--- src/rtl/ifetch_buffer.sv ---
// ifetch_buffer: instruction-fetch stage between the PC register and decode.
// Issues one word-aligned request at a time over a req/gnt/rvalid handshake,
// pairs each returned instruction with its pc and queues it in a small FIFO.
// Optional feature macro: IFB_ALIGN_CHECK_EN (misaligned pc produces a marker
// entry instead of a memory request).
module ifetch_buffer #(
  parameter int n     = 32,
  parameter int DEPTH = 2
) (
  input  logic         clk,
  input  logic         rst,
  input  logic [n-1:0] pc,
  output logic         pc_en,
  input  logic         flush,
  output logic         imem_req,
  output logic [n-1:0] imem_addr,
  input  logic         imem_gnt,
  input  logic         imem_rvalid,
  input  logic [n-1:0] imem_rdata,
  output logic         if_valid,
  input  logic         if_ready,
  output logic [n-1:0] if_instr,
  output logic [n-1:0] if_pc,
  output logic         if_misalign
);

  localparam int AW = $clog2(DEPTH);
  localparam int CW = $clog2(DEPTH + 1);

  typedef enum logic {IDLE, WAIT} state_t;

  state_t         state_reg, state_next;
  logic           drop_reg, drop_next;
  logic [n-1:0]   req_pc_reg;
  logic [CW-1:0]  count_reg;
  logic [AW-1:0]  rd_ptr_reg, wr_ptr_reg;

  logic [n-1:0]   pc_mem    [DEPTH];
  logic [n-1:0]   instr_mem [DEPTH];
`ifdef IFB_ALIGN_CHECK_EN
  logic           mis_mem   [DEPTH];
`endif

  logic           space;
  logic           grant;
  logic           push;
  logic           pop;
  logic [n-1:0]   push_pc;
  logic [n-1:0]   push_instr;
  logic           push_mis;

  assign space     = (count_reg < CW'(DEPTH));
  assign imem_addr = {pc[n-1:2], 2'b00};
  assign if_valid  = (count_reg != '0);
  assign if_pc     = pc_mem[rd_ptr_reg];
  assign if_instr  = instr_mem[rd_ptr_reg];
`ifdef IFB_ALIGN_CHECK_EN
  assign if_misalign = mis_mem[rd_ptr_reg];
`else
  assign if_misalign = 1'b0;
`endif

  // A flushed pop is dropped along with everything else in the FIFO.
  assign pop = if_valid && if_ready && !flush;

  // Next-state, handshake outputs and push selection for the fetch FSM.
  always_comb begin
    state_next = state_reg;
    drop_next  = drop_reg;
    imem_req   = 1'b0;
    pc_en      = 1'b0;
    grant      = 1'b0;
    push       = 1'b0;
    push_pc    = req_pc_reg;
    push_instr = imem_rdata;
    push_mis   = 1'b0;
    case (state_reg)
      IDLE: begin
`ifdef IFB_ALIGN_CHECK_EN
        if (pc[1:0] != 2'b00) begin
          // Misaligned pc: queue a marker entry locally, no memory traffic.
          if (!rst && !flush && space) begin
            push       = 1'b1;
            pc_en      = 1'b1;
            push_pc    = pc;
            push_instr = '0;
            push_mis   = 1'b1;
          end
        end else begin
          imem_req = !rst && !flush && space;
        end
`else
        imem_req = !rst && !flush && space;
`endif
        grant = imem_req && imem_gnt;
        if (grant) begin
          pc_en      = 1'b1;
          state_next = WAIT;
        end
      end
      WAIT: begin
        if (imem_rvalid) begin
          // Stale (flushed) responses are discarded; the slot is free again.
          push       = !drop_reg && !flush;
          drop_next  = 1'b0;
          state_next = IDLE;
        end else if (flush) begin
          drop_next = 1'b1;
        end
      end
      default: state_next = IDLE;
    endcase
  end

  // FSM state, drop flag and the pc captured at grant.
  always_ff @(posedge clk) begin
    if (rst) begin
      state_reg  <= IDLE;
      drop_reg   <= 1'b0;
      req_pc_reg <= '0;
    end else begin
      state_reg <= state_next;
      drop_reg  <= drop_next;
      if (grant) begin
        req_pc_reg <= pc;
      end
    end
  end

  // FIFO occupancy and pointers; flush empties the queue outright.
  always_ff @(posedge clk) begin
    if (rst || flush) begin
      count_reg  <= '0;
      rd_ptr_reg <= '0;
      wr_ptr_reg <= '0;
    end else begin
      if (push) begin
        wr_ptr_reg <= wr_ptr_reg + AW'(1);
      end
      if (pop) begin
        rd_ptr_reg <= rd_ptr_reg + AW'(1);
      end
      case ({push, pop})
        2'b10:   count_reg <= count_reg + CW'(1);
        2'b01:   count_reg <= count_reg - CW'(1);
        default: count_reg <= count_reg;
      endcase
    end
  end

  // Entry storage; head fields are read straight from the array.
  always_ff @(posedge clk) begin
    if (rst) begin
      for (int i = 0; i < DEPTH; i++) begin
        pc_mem[i]    <= '0;
        instr_mem[i] <= '0;
`ifdef IFB_ALIGN_CHECK_EN
        mis_mem[i]   <= 1'b0;
`endif
      end
    end else if (push) begin
      pc_mem[wr_ptr_reg]    <= push_pc;
      instr_mem[wr_ptr_reg] <= push_instr;
`ifdef IFB_ALIGN_CHECK_EN
      mis_mem[wr_ptr_reg]   <= push_mis;
`endif
    end
  end

`ifndef IFB_ALIGN_CHECK_EN
  // push_mis only carries information when the alignment check is built in.
  logic unused_mis;
  assign unused_mis = push_mis;
`endif

endmodule

--- config.mk ---
export PLATFORM = sky130hd
export DESIGN_NAME = ifetch_buffer
export DESIGN_NICKNAME = d
export VERILOG_FILES = /design/src/rtl/ifetch_buffer.sv
export SDC_FILE = /design/constraint.sdc
export NUM_CORES = 1
export LEC_CHECK = 0
export CAP_MARGIN = 20
export CORE_MARGIN = 2
export CORE_UTILIZATION = 35
export DETAILED_ROUTE_END_ITERATION = 7
export GPL_ROUTABILITY_DRIVEN = 0
export PLACE_DENSITY_LB_ADDON = 0.2
export RECOVER_POWER = 100
export SLEW_MARGIN = 20
export SYNTH_ARGS = -nofsm -noshare
export SYNTH_HDL_FRONTEND = slang
export SYNTH_SLANG_ARGS = --single-unit
--- constraint.sdc ---
create_clock -name clk -period 4.9 [get_ports clk]
set_input_delay 0.49 -clock clk [delete_from_list [all_inputs] [get_ports clk]]
set_output_delay 0.49 -clock clk [all_outputs]
set_load 0.02 [all_outputs]
==> run metrics <==
post-synth top area share=between 50% and 60%; Setup crit start kind=primary input; die area=21990 µm²; WL/cell=15.93 µm; Worst R2R Setup Slack=about 1.9 ns; fraction of layout cells with a size suffix above 1=approximately an eighth; Fin. Hold Viols=0; Die W=between 100 and 150 µm; CTS sink cnt=167; Buffers on Ports=around 170; violated checks=max-capacitance violations, max-slew violations; Max Slew Vio Count=around 230; Unique masters post-synth=30; post_cts resized=0; synthesized instance count=559; CP endpoint=instr_mem[0][23]; DR vias/cell=around 4.6; Gate power share=just over 8%; antenna violations before repair=0; total setup buffers inserted after CTS=0; Slew @ Worst Pin=between 1.5 and 2 ns; via count=between 4000 and 5000; worst path arrival time=3.94 ns; max cap viols=5; total negative slack=0 ns; sequential share of power=about 50%; Clock Pin Slew Worst Setup and Hold Paths=0.06 ns; Nets=approximately 750; CP Depth=4; Peak VDD IR=0.2209 mV; Clk Latency, worst-skew pair=approximately 0.42 ns; Area contributors post-synth=edfxtp_1 (53%), and2_1 (11%), dfxtp_1 (11%); CTS buffer count=17; CTS Hold Bufs=0; final setup vio count=0; Post-Syn Area=7286 µm²; CTS tree=yes; vias in the first global route=4585; worst-case clock buffer depth=2; final period utilization=just over 80%; Clk pwr share=41.8%; largest net degree at the start of global routing=65; switching portion of total power=a little over a fifth; WL final=between 15 and 20 mm; status=finished, violations left; sequential element share of the synthesized area=around 63%; GRT Overall Usage=14.26%; IO Pins=170; post-synthesis sequential element count=about 170; Rel. slew slack=-19.93%; RSZ-0062 raised after global routing=false; post-DP HPWL=between 9 and 10 mm; crit path kind=in2reg; initial core utilization=roughly 36%; H-tree levels=4; GRT overflow=0; FMAX=roughly 0.25 GHz; switching pwr=just under 0.7 mW; remaining antenna violation count after routing=0; r2r endpoint=instr_mem[0][23]; DIE HEIGHT=between 100 and 150 µm; critical path capture point type=register; Core Area=a little over 20000 µm²; row count=52; CTS root buf=clkbuf_16; Util after Layout=roughly 47%; filler cell count=around 1800; average size of a mapped cell=13.03 µm²; Critical Path, Cell by Cell=dlygate4sd3_1, clkbuf_1, o21bai_1, clkbuf_2; max incr delay on CP=approximately 1.3 ns; delay-heaviest family, CP=buffers and inverters; critical-path maximum fanout=64; slowest CP cell=clkbuf_2; internal power=2.490 mW; post-synth top area cell=edfxtp_1; first-pass GRT wire length=around 24 mm; Synth-to-Final Area Change=30.26%; Final Critical Period=around 3.9 ns; Reg2Reg Depth=4; Power Density=333.9 nW/µm²; Synthesis Warnings=0; class of the worst hold path=reg2reg; antenna cells=0; Lkg Pwr=between 3 and 4 nW; DRT iter0 DRCs=about 180; worst reg2reg startpoint=state_reg; clk_skew=0.01008 ns; required time of the critical path=slightly below 5 ns; Post-route DRC=0; DRT Pass-1 Iters=4; crit path from=rst; min-delay src=push_pc[18]; WP buf/inv=3
[cell usage in the layout (no fill, tap or decap), drive strengths merged]
master | Yosys | layout
nor4bb | 1 | 1
xor2 | 2 | 2
or4 | 1 | 1
nor4 | 1 | 1
o21ai | 34 | 34
nand3 | 32 | 32
nor2b | 1 | 1
dfxtp | 39 | 39
mux2 | 64 | 64
o21bai | 1 | 1
edfxtp | 128 | 128
xnor2 | 2 | 2
a21oi | 35 | 35
or3 | 1 | 1
bufinv | 0 | 3
nor4b | 1 | 1
clkbuf | 33 | 22
clkinvlp | 0 | 1
conb | 1 | 3
nor2 | 7 | 7
clkinv | 1 | 8
or2 | 2 | 2
ha | 1 | 1
a211oi | 1 | 1
buf | 38 | 3
nand2 | 1 | 1
and2 | 128 | 128
a21o | 1 | 1
dlygate4sd3 | 0 | 85
inv | 2 | 4
clkdlybuf4s50 | 0 | 81
[worst min path at each step]
stage,endpoint,slack (ns),cells after the start
after floorplan,push_pc[7],0.45,2
after global placement,push_pc[18],0.47,2
after detailed placement,push_pc[18],0.47,2
after CTS,push_pc[18],0.48,2
after global routing,push_pc[8],0.50,2
final,push_pc[18],0.48,2
[power by group through the flow]
stage | logic [mW] | registers, mW | clock network (mW)
global placement | 0.277 | 1.61 | 0
detailed placement | 0.278 | 1.61 | 0
global route | 0.280 | 1.59 | 1.42
CTS | 0.281 | 1.58 | 1.36
floorplan | 0.143 | 1.61 | 0
finish | 0.260 | 1.58 | 1.32
[through the flow]
step	setup slack [ns]	std cells	power (mW)	hold slack [ns]	cell area (µm²)
after floorplan	0.3574	561	1.755	0.4544	7293
after global placement	1.317	932	1.888	0.4701	8941
after detailed placement	1.262	932	1.892	0.4727	8941
after CTS	1.240	964	3.221	0.4815	9528
after global routing	0.7157	964	3.289	0.5022	9490
final	0.9573	964	3.169	0.4785	9490
[worst min-delay path, cell delays in order (launching register included)]
cell	delay (ns)
dfxtp_1	0.31
o21ai_0	0.06
a21oi_1	0.06
[synth_stat cells]
cell type,number
conb_1,1
dfxtp_1,39
edfxtp_1,128
a211oi_1,1
o21ai_0,34
nand3_1,32
nand2_1,1
buf_4,36
a21o_1,1
xor2_1,2
a21oi_1,35
nor2_1,7
xnor2_1,2
or2_1,1
ha_1,1
clkbuf_1,21
nor2b_1,1
or2_2,1
clkinv_1,1
inv_1,2
buf_6,2
nor4b_4,1
or4_1,1
and2_1,128
nor4_4,1
mux2_2,64
clkbuf_2,12
o21bai_1,1
or3_1,1
nor4bb_1,1
[cell type report]
type | instances | area (µm²) | area share, %
Clock inverter | 13 | 153.9 | 1.622
Inverter | 3 | 11.26 | 0.1187
Multi-Input combinational cell | 320 | 2218 | 23.38
Tap cell | 270 | 337.8 | 3.560
Sequential cell | 167 | 4626 | 48.74
Clock buffer | 19 | 432.9 | 4.562
Timing Repair Buffer | 172 | 1710 | 18.02
[cell families after synthesis]
group,Yosys count,synth area share (%)
and+or+nand+nor,176,14.80
DFF,167,63.47
buffers and inverters,74,6.079
AOI/OAI and AO/OA,72,5.049
muxes,64,9.892
xor gates and xnor gates,4,0.4809
adders and majority gates,1,0.1717
other,1,0.05147
[metal layers]
metal  global-route usage, %  part of all wire (%)
met4                   3.762                   1.0
met5                       0                     0
met3                   4.110                   5.5
met1                   18.33                    46
met2                   23.73                    48
(Power assumes the default switching activity.)
